$ cat src/rtl/router_pkg.sv
// Shared router definitions: flit type encodings, input-VC state encoding, flit type helpers.
// Latency: n/a (types and pure functions only).
// Backpressure: n/a.
package router_pkg;

    localparam logic [1:0] FLIT_BODY     = 2'b00;
    localparam logic [1:0] FLIT_HEAD     = 2'b01;
    localparam logic [1:0] FLIT_TAIL     = 2'b10;
    localparam logic [1:0] FLIT_HEADTAIL = 2'b11;

    typedef enum logic [2:0] {
        IDLE    = 3'd0,
        RC      = 3'd1,
        RC_WAIT = 3'd2,
        VA      = 3'd3,
        ACTIVE  = 3'd4
    } ivc_state_t;

    // A head+tail flit both opens and closes a packet.
    function automatic logic is_head(input logic [1:0] flit_type);
        return (flit_type == FLIT_HEAD) || (flit_type == FLIT_HEADTAIL);
    endfunction

    function automatic logic is_tail(input logic [1:0] flit_type);
        return (flit_type == FLIT_TAIL) || (flit_type == FLIT_HEADTAIL);
    endfunction

endpackage

$ cat src/rtl/ivc_fifo.sv
// Synchronous FIFO with full/empty flags and simultaneous read/write; front entry shown combinationally.
// Latency: a write is visible at rd_dat the cycle after it is accepted (when the FIFO was empty).
// Backpressure: writes while full are dropped unless a read happens in the same cycle; reads while empty are ignored.
// Ports: clk, reset (sync, active-high), wr_en/wr_dat, rd_en/rd_dat, empty, full.
module ivc_fifo #(
    parameter int width = 18,
    parameter int depth = 4,
    parameter int cnt_w = 3
) (
    input  logic             clk,
    input  logic             reset,
    input  logic             wr_en,
    input  logic [width-1:0] wr_dat,
    input  logic             rd_en,
    output logic [width-1:0] rd_dat,
    output logic             empty,
    output logic             full
);

    localparam int ptr_w = (depth > 1) ? $clog2(depth) : 1;

    logic [width-1:0] mem [depth];
    logic [ptr_w-1:0] wr_ptr;
    logic [ptr_w-1:0] rd_ptr;
    logic [cnt_w-1:0] count;
    logic             do_rd;
    logic             do_wr;

    assign empty = (count == '0);
    assign full  = (count == cnt_w'(depth));

    // A full FIFO still accepts a write when the front entry leaves in the same cycle.
    assign do_rd = rd_en && !empty;
    assign do_wr = wr_en && (!full || do_rd);

    assign rd_dat = mem[rd_ptr];

    always_ff @(posedge clk) begin
        if (reset) begin
            wr_ptr <= '0;
            rd_ptr <= '0;
            count  <= '0;
            for (int i = 0; i < depth; i++) begin
                mem[i] <= '0;
            end
        end else begin
            if (do_wr) begin
                mem[wr_ptr] <= wr_dat;
                wr_ptr      <= wr_ptr + ptr_w'(1);
            end
            if (do_rd) begin
                rd_ptr <= rd_ptr + ptr_w'(1);
            end
            case ({do_wr, do_rd})
                2'b10:   count <= count + cnt_w'(1);
                2'b01:   count <= count - cnt_w'(1);
                default: count <= count;
            endcase
        end
    end

endmodule

$ cat src/rtl/input_vc_controller.sv
// Per-input-VC front end: buffers flits, runs route computation, VC allocation, then feeds the switch allocator.
// Latency: head into empty FIFO -> first possible sw_req after IDLE, RC, RC_WAIT and VA (same-cycle grant); credit_out one cycle after dequeue.
// Backpressure: sw_req held off by credit_ok; writes to a full FIFO without a same-cycle dequeue are dropped.
// Ports: flit_in/flit_in_type/flit_in_valid in; credit_out upstream; rc_* to routing; va_* to VC allocator;
//        sw_req/sw_grant/credit_ok to switch allocator; flit_out/flit_out_type/out_vc to crossbar; buf_empty/buf_full status.
// Optional: define IVC_PROTOCOL_CHECK_EN to add the sticky proto_err output and its protocol checks.
module input_vc_controller
    import router_pkg::*;
#(
    parameter int flit_size                   = 1,
    parameter int phit_size                   = 16,
    parameter int no_outport                  = 6,
    parameter int no_vc                       = 13,
    parameter int floorplusone_log2_no_vc     = 4,
    parameter int buf_depth                   = 4,
    parameter int floorplusone_log2_buf_depth = 3
) (
    input  logic                               clk,
    input  logic                               reset,
    input  logic [flit_size*phit_size-1:0]     flit_in,
    input  logic [1:0]                         flit_in_type,
    input  logic                               flit_in_valid,
    output logic                               credit_out,
    output logic                               rc_req,
    output logic [flit_size*phit_size-1:0]     rc_header,
    input  logic                               rc_valid,
    input  logic [no_outport-1:0]              outport_vec,
    input  logic [no_vc-1:0]                   allow_vcs,
    output logic                               va_req,
    output logic [no_outport-1:0]              va_outport_vec,
    output logic [no_vc-1:0]                   va_allow_vcs,
    input  logic                               va_grant,
    input  logic [floorplusone_log2_no_vc-1:0] va_vc,
    input  logic                               credit_ok,
    output logic                               sw_req,
    input  logic                               sw_grant,
    output logic [flit_size*phit_size-1:0]     flit_out,
    output logic [1:0]                         flit_out_type,
    output logic [floorplusone_log2_no_vc-1:0] out_vc,
    output logic                               buf_empty,
    output logic                               buf_full
`ifdef IVC_PROTOCOL_CHECK_EN
    ,
    output logic                               proto_err
`endif
);

    localparam int fw = flit_size * phit_size;

    ivc_state_t    state;
    ivc_state_t    next_state;
    logic [fw+1:0] fifo_rd_dat;
    logic [fw-1:0] front_flit;
    logic [1:0]    front_type;
    logic          discard;
    logic          deq_active;
    logic          deq;

    assign {front_type, front_flit} = fifo_rd_dat;

    assign flit_out      = front_flit;
    assign flit_out_type = front_type;
    assign rc_header     = front_flit;

    assign deq = discard || deq_active;

    ivc_fifo #(
        .width (fw + 2),
        .depth (buf_depth),
        .cnt_w (floorplusone_log2_buf_depth)
    ) u_fifo (
        .clk    (clk),
        .reset  (reset),
        .wr_en  (flit_in_valid),
        .wr_dat ({flit_in_type, flit_in}),
        .rd_en  (deq),
        .rd_dat (fifo_rd_dat),
        .empty  (buf_empty),
        .full   (buf_full)
    );

    // The head flit stays in the FIFO through RC/VA and is the first flit sent in ACTIVE.
    always_comb begin
        next_state = state;
        rc_req     = 1'b0;
        va_req     = 1'b0;
        sw_req     = 1'b0;
        discard    = 1'b0;
        deq_active = 1'b0;
        case (state)
            IDLE: begin
                if (!buf_empty) begin
                    if (is_head(front_type)) begin
                        next_state = RC;
                    end else begin
                        // Stray body/tail with no packet context: drop it but still return its credit.
                        discard = 1'b1;
                    end
                end
            end
            RC: begin
                rc_req     = 1'b1;
                next_state = RC_WAIT;
            end
            RC_WAIT: begin
                if (rc_valid) begin
                    next_state = VA;
                end
            end
            VA: begin
                va_req = 1'b1;
                if (va_grant) begin
                    next_state = ACTIVE;
                end
            end
            ACTIVE: begin
                sw_req     = !buf_empty && credit_ok;
                deq_active = sw_req && sw_grant;
                if (deq_active && is_tail(front_type)) begin
                    next_state = IDLE;
                end
            end
            default: next_state = IDLE;
        endcase
    end

    always_ff @(posedge clk) begin
        if (reset) begin
            state          <= IDLE;
            credit_out     <= 1'b0;
            va_outport_vec <= '0;
            va_allow_vcs   <= '0;
            out_vc         <= '0;
        end else begin
            state      <= next_state;
            credit_out <= deq;
            if ((state == RC_WAIT) && rc_valid) begin
                va_outport_vec <= outport_vec;
                va_allow_vcs   <= allow_vcs;
            end
            if ((state == VA) && va_grant) begin
                out_vc <= va_vc;
            end
        end
    end

`ifdef IVC_PROTOCOL_CHECK_EN
    // first_sent separates the packet's own head (legal first dequeue) from a stray head mid-packet.
    logic first_sent;
    logic err_now;

    always_comb begin
        err_now = 1'b0;
        if (flit_in_valid && buf_full && !deq)                  err_now = 1'b1;
        if (discard)                                             err_now = 1'b1;
        if (deq_active && is_head(front_type) && first_sent)     err_now = 1'b1;
        if ((state == RC_WAIT) && !rc_valid)                     err_now = 1'b1;
        if (rc_valid && !$onehot(outport_vec))                   err_now = 1'b1;
    end

    always_ff @(posedge clk) begin
        if (reset) begin
            first_sent <= 1'b0;
            proto_err  <= 1'b0;
        end else begin
            if (state == VA) begin
                first_sent <= 1'b0;
            end else if (deq_active) begin
                first_sent <= 1'b1;
            end
            proto_err <= proto_err | err_now;
        end
    end
`endif

endmodule
$ cat config.mk
export PLATFORM = sky130hd
export DESIGN_NAME = input_vc_controller
export DESIGN_NICKNAME = d
export VERILOG_FILES = /design/src/rtl/router_pkg.sv /design/src/rtl/ivc_fifo.sv /design/src/rtl/input_vc_controller.sv
export SDC_FILE = /design/constraint.sdc
export NUM_CORES = 1
export LEC_CHECK = 0
export CORE_MARGIN = 2
export CORE_UTILIZATION = 45
export DETAILED_ROUTE_END_ITERATION = 10
export HOLD_SLACK_MARGIN = 0.06
export PLACE_DENSITY = 0.73
export SLEW_MARGIN = 20
export SYNTH_ARGS = -nofsm -noshare
export SYNTH_HDL_FRONTEND = slang
export SYNTH_HIERARCHICAL = 1
export SYNTH_SLANG_ARGS = --single-unit
$ cat constraint.sdc
create_clock -name clk -period 8.95 [get_ports clk]
set_input_delay 0.895 -clock clk [delete_from_list [all_inputs] [get_ports clk]]
set_output_delay 0.895 -clock clk [all_outputs]
set_load 0.01 [all_outputs]
==> out/summary.txt, run 1 <==
status - complete, no violations
post-CTS setup buffer count - 0
Post-synth EDFFs - 72
final setup fails - 0
largest net degree at the start of global routing - 42
Final Cell Area - 6150 um^2
Crit-path slowest cell - dfxtp_1
WHS - 467 ps
Global Route met2 Usage - 29.9%
vias per cell - 5.09
Cell Area, Placed - 5900 um^2
Max Clock Freq - 252 MHz
clock share of power - 25.6%
gp weighted congestion - 0.756
IO buf count - 110
htree depth - 3
Setup Skew - 15.1 ps
Critical Path RT - 9220 ps
final hold violations - 0
Startpoint Class - flip-flop
worst-path fanout max - 18
Seq cells post-synth - 108
Peak supply drop - 0.136 mV
post-CTS sizing - 0
Critical Path Max Stage Delay - 910 ps
Non-Filler Instances - 597
DRC viols - 0
Final TNS setup - 0 ps
Die Y - 108 um
Clock Latency Late Sink - 360 ps
Switching Share - 27.7%
CP endpoint kind - flip-flop
Pins Over Slew Limit - 0
Iteration-0 DRC Markers - 144
global routing usage on met1 - 22.8%
n_diodes - 0
crit-path cells - mux4_2, o21ai_0, and2_1, nor4b_4, or2b_2, ha_1, inv_1, fa_1, xor2_1, or3_1, a21oi_1
WP data arrival - 4250 ps
measured slew at the worst slew-check pin - 1020 ps
switching pwr - 0.383 mW
Slew HR - 31.9%
vias post-DR - 3039
FP Rows - 37
P_int - 0.999 mW
number of buffers created by CTS - 9
static leakage - 2.18 nW
gr ovfl total - 0
Layout Nets - 506
Core Area - 10400 um^2
drt wl/cell - 16.4 um
fin crit share - 44.4%
vias in the first global route - 3059
GR Util All Layers - 17.5%
antenna viol nets, final - 0
I/O Pins - 111
Inst Count DP - 581
Post-DP HPWL - 6.51 mm
first-pass GRT wire length - 15.6 mm
Worst-path clk slew - 110 ps
most used routing layer - met2
cts hold-fix bufs - 0
GR Util met3 - 2.66%
Layout area overhead - 27.0%
prevailing post-synth register cell - edfxtp_1
synthesized net count - 417
Mean Syn Cell Area - 13.2 um^2
power share of the combinational group - 29.6%
starting density of the core - 46.7%
initial antenna violation count - 0
Longest Clk Path Bufs - 2
Yosys Warn Count - 6
Syn Std Cell Area - 4840 um^2
die width - 108 um
first-pass iteration count of the detailed router - 4
Num Clock Sinks - 108
cell count after synthesis - 367
share of layout cells above drive strength 1 - 13.2%
RSZ-0062 raised after global routing - false
sequential area share after synthesis - 59.5%
Crit Path Class - flip-flop to flip-flop
power per cell area - 225 nW/um^2
min Tclk post-route - 3980 ps
Flop pwr share - 44.8%
post-synthesis async set-or-reset flop share - 0%
max_cap viols - 0
Hold Path Class - flip-flop to flip-flop
WL final - 9.82 mm
Unique masters post-synth - 47
CTS root buffer - clkbuf_8
Die ar. - 11600 um^2
CTS tree - built
fillers - 860
## metal layers
metal  share of wire (%)  wire [um]
met1                  43       4180
met4                 1.7        162
met2                  52       5120
met3                 3.6        351
met5                   0          0
## worst paths after layout
check,start,end,slack [ps],cells past startpoint
worst max register to register,flip-flop,u_fifo/count[2],4970,11
worst min register to register,va_allow_vcs[4],va_allow_vcs[4],470,2
worst min-delay path,va_allow_vcs[4],va_allow_vcs[4],470,2
worst max-delay path,flip-flop,u_fifo/count[2],4970,11
## kinds of logic after synthesis
group / count (synthesis) / share of synthesized area (%)
fa+ha+maj: 2 / 0.672
simple gates: 157 / 19.4
xor+xnor: 3 / 0.543
mux: 25 / 9.92
flops: 108 / 59.5
buf+inv: 39 / 5.37
compound gates: 33 / 4.55
## registers in the layout (all words and copies together), names as in the netlist, 2 cells and up, named ones only
register,count
state,3
out_vc,4
va_allow_vcs,13
u_fifo/count,3
u_fifo/wr_ptr,2
u_fifo/mem,72
u_fifo/rd_ptr,2
va_outport_vec,6
## cell usage after synthesis, drive strengths merged, types with 2 or more instances
cell type  number  area share, %
xor2            3           0.54
and3            3           0.41
and2           74            9.6
nand3           2           0.21
clkbuf          5           0.39
nor3            4           0.65
edfxtp         72             45
mux4           18            8.4
inv             6           0.47
a21oi          22            3.0
nor2b           4           0.67
or3             2           0.26
nor4b           2           0.98
nor2           14            1.1
mux2i           6            1.2
nand2          42            3.4
buf            28            4.5
o31ai           2           0.31
nor4            3            1.0
dfxtp          36             15
o21ai           4           0.41
## critical path: cells and delay by family, from the launching register on
family / cells / cell delay (ps)
fa+ha+maj: 2 / 590
buf+inv: 1 / 80
xor+xnor: 1 / 160
flops: 1 / 910
simple gates: 4 / 1520
mux: 1 / 400
compound gates: 2 / 220
## power groups by stage
| stage | registers [mW] | logic [mW] | clock network (mW) |
|---|---|---|---|
| floorplan | 0.623 | 0.262 | 0 |
| global placement | 0.628 | 0.407 | 0 |
| detailed placement | 0.631 | 0.413 | 0 |
| CTS | 0.620 | 0.414 | 0.364 |
| global route | 0.626 | 0.441 | 0.386 |
| finish | 0.619 | 0.409 | 0.354 |
## placed cells by master, fill, tap and decap left out, types with 2 or more instances in the layout
cell type,n
clkdlybuf4s50_1,109
and2_1,73
edfxtp_1,72
nand2_1,40
dfxtp_1,36
mux4_2,18
nor2_1,14
a21oi_1,12
a21oi_2,10
clkbuf_8,9
mux2i_1,6
inv_1,6
nor3_1,3
o21ai_0,3
nor2b_1,3
bufinv_16,3
xor2_1,3
and3_1,2
nand3_1,2
nand2_2,2
nor4b_4,2
nor4_4,2
or3_1,2
## area by class of cell
| class | count | area (um^2) | share of cell area, % |
|---|---|---|---|
| Sequential cell | 108 | 2880 | 46.9 |
| Tap cell | 136 | 170 | 2.77 |
| Inverter | 6 | 22.5 | 0.366 |
| Clock inverter | 6 | 119 | 1.93 |
| Clock buffer | 10 | 128 | 2.08 |
| Multi-Input combinational cell | 220 | 1720 | 28.0 |
| Timing Repair Buffer | 111 | 1100 | 17.9 |
## metrics by stage
| step | setup slack [ps] | util (%) | power (mW) |
|---|---|---|---|
| 3_3_place_gp | 5030 | 56.9 | 1.03 |
| 4_1_cts | 4990 | 59.2 | 1.40 |
| 5_1_grt | 4770 | 59.3 | 1.45 |
| 2_1_floorplan | 5280 | - | 0.884 |
| 3_5_place_dp | 4900 | 56.9 | 1.04 |
| 6_report | 4970 | 59.3 | 1.38 |
Note: power is estimated with default switching activity, not from simulation.
==> inputs of run 2 (changes only) <==
--- a/config.mk
+++ b/config.mk
@@ -9,7 +9,7 @@
 export CORE_UTILIZATION = 45
 export DETAILED_ROUTE_END_ITERATION = 10
 export HOLD_SLACK_MARGIN = 0.06
-export PLACE_DENSITY = 0.73
+export PLACE_DENSITY = 0.76
 export SLEW_MARGIN = 20
 export SYNTH_ARGS = -nofsm -noshare
 export SYNTH_HDL_FRONTEND = slang
==> constraint.sdc (replaced) <==
create_clock -name clk -period 3.4 [get_ports clk]
set_input_delay 0.34 -clock clk [delete_from_list [all_inputs] [get_ports clk]]
set_output_delay 0.34 -clock clk [all_outputs]
set_load 0.01 [all_outputs]
==> out/summary.txt, run 2 (synthesis results as in run 1) <==
final hold violations - 0
Peak supply drop - 0.226 mV
WP data arrival - 3130 ps
htree depth - 3
power per cell area - 568 nW/um^2
RSZ-0062 raised after global routing - false
Pins Over Slew Limit - 0
Crit-path slowest cell - mux4_2
post-CTS sizing - 0
fin crit share - 83.8%
Iteration-0 DRC Markers - 162
vias per cell - 5.12
Post-DP HPWL - 6.66 mm
Clock Latency Late Sink - 370 ps
crit-path cells - mux4_2, o21ai_0, and2_1, o31ai_1, inv_1, ha_1, inv_1, fa_1, xor2_1, or3_1, a21oi_1
first-pass iteration count of the detailed router - 4
Startpoint Class - flip-flop
I/O Pins - 111
Critical path destination - u_fifo/count[2]
n_diodes - 0
Core Area - 10400 um^2
Die ar. - 11600 um^2
min Tclk post-route - 2850 ps
max_cap viols - 0
largest net degree at the start of global routing - 42
Max Clock Freq - 351 MHz
dpl ws - 441 ps
CP endpoint kind - flip-flop
Final TNS setup - 0 ps
commonest non-fill, non-tap cell in the layout - clkdlybuf4s50_1
r2r setup slk - 550 ps
most frequent cells in the layout - clkdlybuf4s50_1, and2_1, edfxtp_1
register area - 2880 um^2
measured slew at the worst slew-check pin - 1010 ps
Longest Clk Path Bufs - 2
DRC viols - 0
status - complete, no violations
Die Y - 108 um
Layout area overhead - 26.8%
CTS tree - built
number of buffers created by CTS - 9
share of layout cells above drive strength 1 - 14.7%
initial antenna violation count - 0
Layout Nets - 513
fillers - 844
Slew HR - 32.0%
Setup Skew - 12.3 ps
Critical Path RT - 3690 ps
Largest Register - u_fifo/mem
CTS root buffer - clkbuf_8
FP Rows - 37
Critical Path Max Stage Delay - 530 ps
starting density of the core - 46.7%
setup ws final - 552 ps
antenna viol nets, final - 0
Num Clock Sinks - 108
IO buf count - 110
final setup fails - 0
die width - 108 um
cts hold-fix bufs - 0
post-CTS setup buffer count - 0
worst-path fanout max - 4
Most Frequent Cell on Critical Path - inv_1
WL final - 10.1 mm
cell count of the worst reg-to-reg path - 11
gp weighted congestion - 0.763
first-pass GRT wire length - 15.6 mm
vias in the first global route - 3112
drt wl/cell - 16.6 um
vias post-DR - 3094
gr ovfl total - 0
Worst-path clk slew - 100 ps
static leakage - 2.18 nW
max reg flops - 72
biggest regs - u_fifo/mem (72), va_allow_vcs (13), va_outport_vec (6)
Crit Path Class - flip-flop to flip-flop
Hold Path Class - flip-flop to flip-flop
R2R Path End - u_fifo/count[2]
multi-input combinational cell area - 1720 um^2
GR Util All Layers - 17.9%
-- run 2: cell count changes in the layout (fill, tap and decap cells not counted) --
cell        change
buf_4           +7
bufinv_16       -3
clkbuf_1        -1
clkinvlp_4      +2
inv_8           +2
o21ai_2         +1
o21ai_4         -1
-- run 2: per-layer routing --
layer | vias up | routed length, um | GRT usage (%)
met5 | - | 0 | 0
met4 | 0 | 134 | 5.77
met3 | 13 | 402 | 3.33
met2 | 88 | 5330 | 31.9
met1 | 1523 | 4190 | 21.9
li1 | 1470 | - | -
-- run 2: how the worst min path moves through the flow --
stage | startpoint | to | slack [ps] | cells past startpoint
final | va_allow_vcs[1] | va_allow_vcs[1] | 460 | 2
after global routing | va_allow_vcs[3] | va_allow_vcs[3] | 480 | 2
after CTS | va_allow_vcs[2] | va_allow_vcs[2] | 460 | 2
after detailed placement | va_allow_vcs[2] | va_allow_vcs[2] | 450 | 2
after global placement | va_allow_vcs[0] | va_allow_vcs[0] | 440 | 2
after floorplan | u_fifo/rd_ptr[1] | flip-flop | 460 | 2
-- run 2: final cells by class --
class / count / area share, %
clock buffer: 9 / 2.02
multi-input combinational: 220 / 28.0
sequential: 108 / 47.0
clock inverter: 7 / 1.08
timing repair buffer: 118 / 18.8
tap: 136 / 2.77
inverter: 6 / 0.367
-- run 2: where the power goes --
group	switching [mW]	total [mW]	internal (mW)
Sequential	0.0815	1.63	1.54
Clock	0.465	0.751	0.286
Combinational	0.506	1.11	0.604
-- run 2: metrics by stage --
stage | hold WS [ps] | std cells | utilization [%] | power, mW | cell area (um^2)
final | 460 | 604 | 59.2 | 3.49 | 6140
after global routing | 479 | 604 | 59.2 | 3.67 | 6140
after CTS | 463 | 604 | 59.2 | 3.52 | 6140
after detailed placement | 449 | 588 | 57.4 | 2.78 | 5950
after global placement | 443 | 588 | 57.4 | 2.75 | 5950
after floorplan | 459 | 367 | - | 2.33 | 4850
-- run 2: worst max-delay path: cells and delay by family, from the launching register on --
| family | cells | cell delay (ps) |
|---|---|---|
| AO/OA/AOI/OAI | 3 | 460 |
| XOR/XNOR | 1 | 160 |
| adder cells (fa/ha/maj) | 2 | 550 |
| buffers and inverters | 2 | 140 |
| flip-flops | 1 | 360 |
| multiplexers | 1 | 530 |
| AND/OR/NAND/NOR | 2 | 570 |
==> inputs of run 3 (changes only) <==
--- a/config.mk
+++ b/config.mk
@@ -9,7 +9,7 @@
 export CORE_UTILIZATION = 45
 export DETAILED_ROUTE_END_ITERATION = 10
 export HOLD_SLACK_MARGIN = 0.06
-export PLACE_DENSITY = 0.76
+export PLACE_DENSITY = 0.73
 export SLEW_MARGIN = 20
 export SYNTH_ARGS = -nofsm -noshare
 export SYNTH_HDL_FRONTEND = slang
==> constraint.sdc (replaced) <==
create_clock -name clk -period 2.7 [get_ports clk]
set_input_delay 0.27 -clock clk [delete_from_list [all_inputs] [get_ports clk]]
set_output_delay 0.27 -clock clk [all_outputs]
set_load 0.01 [all_outputs]
==> out/summary.txt, run 3 (synthesis results as in run 1) <==
biggest regs - u_fifo/mem (72), va_allow_vcs (13), va_outport_vec (6)
RSZ-0062 raised after global routing - true
max reg flops - 72
first-pass GRT wire length - 16.3 mm
CTS root buffer - clkbuf_8
Peak supply drop - 0.363 mV
Layout area overhead - 29.9%
worst-path fanout max - 4
FP Rows - 37
Worst-path clk slew - 100 ps
Num Clock Sinks - 108
max_cap viols - 0
I/O Pins - 111
R2R Path End - u_fifo/count[2]
Largest Register - u_fifo/mem
Non-Filler Instances - 615
Core Area - 10400 um^2
antenna viol nets, final - 0
Iteration-0 DRC Markers - 162
Hold Path Cell Cnt - 3
Clock Latency Late Sink - 350 ps
Crit Path Class - flip-flop to flip-flop
number of buffers created by CTS - 9
starting density of the core - 46.7%
switching pwr - 1.31 mW
Hold Path Class - input port to flip-flop
Post-DP HPWL - 6.76 mm
static leakage - 2.26 nW
die width - 108 um
Die Y - 108 um
dpl ws - 15.1 ps
vias per cell - 5.02
most frequent cells in the layout - clkdlybuf4s50_1, and2_1, edfxtp_1
Die ar. - 11600 um^2
cell count of the worst reg-to-reg path - 11
Final TNS setup - 0 ps
Inst Count DP - 594
hold path startpoint - reset
Slew HR - 52.7%
WP data arrival - 2870 ps
Startpoint Class - flip-flop
GR Util All Layers - 18.4%
min Tclk post-route - 2580 ps
clock share of power - 22.1%
Critical Path RT - 2990 ps
Setup Skew - 9.26 ps
CTS tree - built
Cell Area, Placed - 6040 um^2
Pins Over Slew Limit - 0
share of layout cells above drive strength 1 - 17.8%
setup ws final - 118 ps
final hold violations - 0
initial antenna violation count - 1
Power, Total - 4.52 mW
DRC viols - 0
final setup fails - 0
gr ovfl total - 0
Hold EP - u_fifo/wr_ptr[0]
Max Clock Freq - 387 MHz
Final Cell Area - 6290 um^2
power share of the combinational group - 32.9%
IO buf count - 110
Switching Share - 29.0%
measured slew at the worst slew-check pin - 709 ps
Flop pwr share - 45.0%
power per cell area - 718 nW/um^2
status - complete, no violations
vias in the first global route - 3239
Layout Nets - 523
WL final - 10.0 mm
P_int - 3.21 mW
largest net degree at the start of global routing - 35
gp weighted congestion - 0.738
htree depth - 3
Longest Clk Path Bufs - 2
r2r setup slk - 120 ps
CP endpoint kind - flip-flop
fin crit share - 95.6%
commonest non-fill, non-tap cell in the layout - clkdlybuf4s50_1
drt wl/cell - 16.3 um
first-pass iteration count of the detailed router - 4
vias post-DR - 3087
==> run 3: cell types whose count changed in the layout (fill, tap and decap cells not counted), sizes merged <==
| cell | delta |
|---|---|
| clkinvlp | -2 |
| diode | +1 |
| clkinv | +3 |
| buf | +10 |
| bufinv | +1 |
| inv | -2 |
==> run 3: what timing repair did <==
item                       4_1_cts  5_1_grt
setup buffers                    0        4
hold buffers                     0        0
resized for setup                0        2
setup endpoints to repair        0       56
==> run 3: routing by layer <==
| metal | global-route usage [%] | up-vias | share of wire (%) |
|---|---|---|---|
| met3 | 3.57 | 8 | 4.3 |
| li1 | - | 1483 | - |
| met2 | 31.1 | 84 | 53 |
| met1 | 23.9 | 1512 | 42 |
| met4 | 5.59 | 0 | 1.0 |
| met5 | 0 | - | 0 |
==> run 3: critical path: stages, from the launching register on <==
cell     delay (ps)
dfxtp_2         350
mux4_2          550
o21ai_1         140
and2_4          190
o31ai_1         100
inv_1           110
ha_4            150
inv_2            30
fa_2            320
xor2_1          150
or3_1           320
a21oi_2         110
==> run 3: cell type report <==
cell class / count / area [um^2]
clock buffer: 9 / 124
inverter: 6 / 22.5
multi-input combinational: 220 / 1750
sequential: 108 / 2880
tap: 136 / 170
antenna: 1 / 2.50
clock inverter: 7 / 85.1
fill: 806 / 4080
timing repair buffer: 128 / 1260
==> run 3: metrics by stage <==
stage / utilization, % / hold slack (ps)
2_1_floorplan: - / 397
5_1_grt: 60.7 / 437
4_1_cts: 60.3 / 410
3_3_place_gp: 58.3 / 444
3_5_place_dp: 58.3 / 447
6_report: 60.7 / 438
==> run 3: how the worst max path moves through the flow <==
stage / from / end / slack [ps] / cells after the start
after global routing: flip-flop / u_fifo/count[2] / -40 / 11
after floorplan: flip-flop / u_fifo/count[2] / -310 / 12
after CTS: flip-flop / u_fifo/mem[2][16] / 20 / 7
final: flip-flop / u_fifo/count[2] / 120 / 11
after global placement: credit_ok / u_fifo/count[2] / 80 / 12
after detailed placement: credit_ok / u_fifo/count[2] / 20 / 12
==> run 3: power groups by stage <==
stage	Sequential, mW	Combinational (mW)	Clock, mW
after floorplan	2.07	0.907	0
after global placement	2.06	1.47	0
after detailed placement	2.07	1.49	0
after CTS	2.03	1.50	1.02
after global routing	2.06	1.62	1.10
final	2.03	1.49	0.999
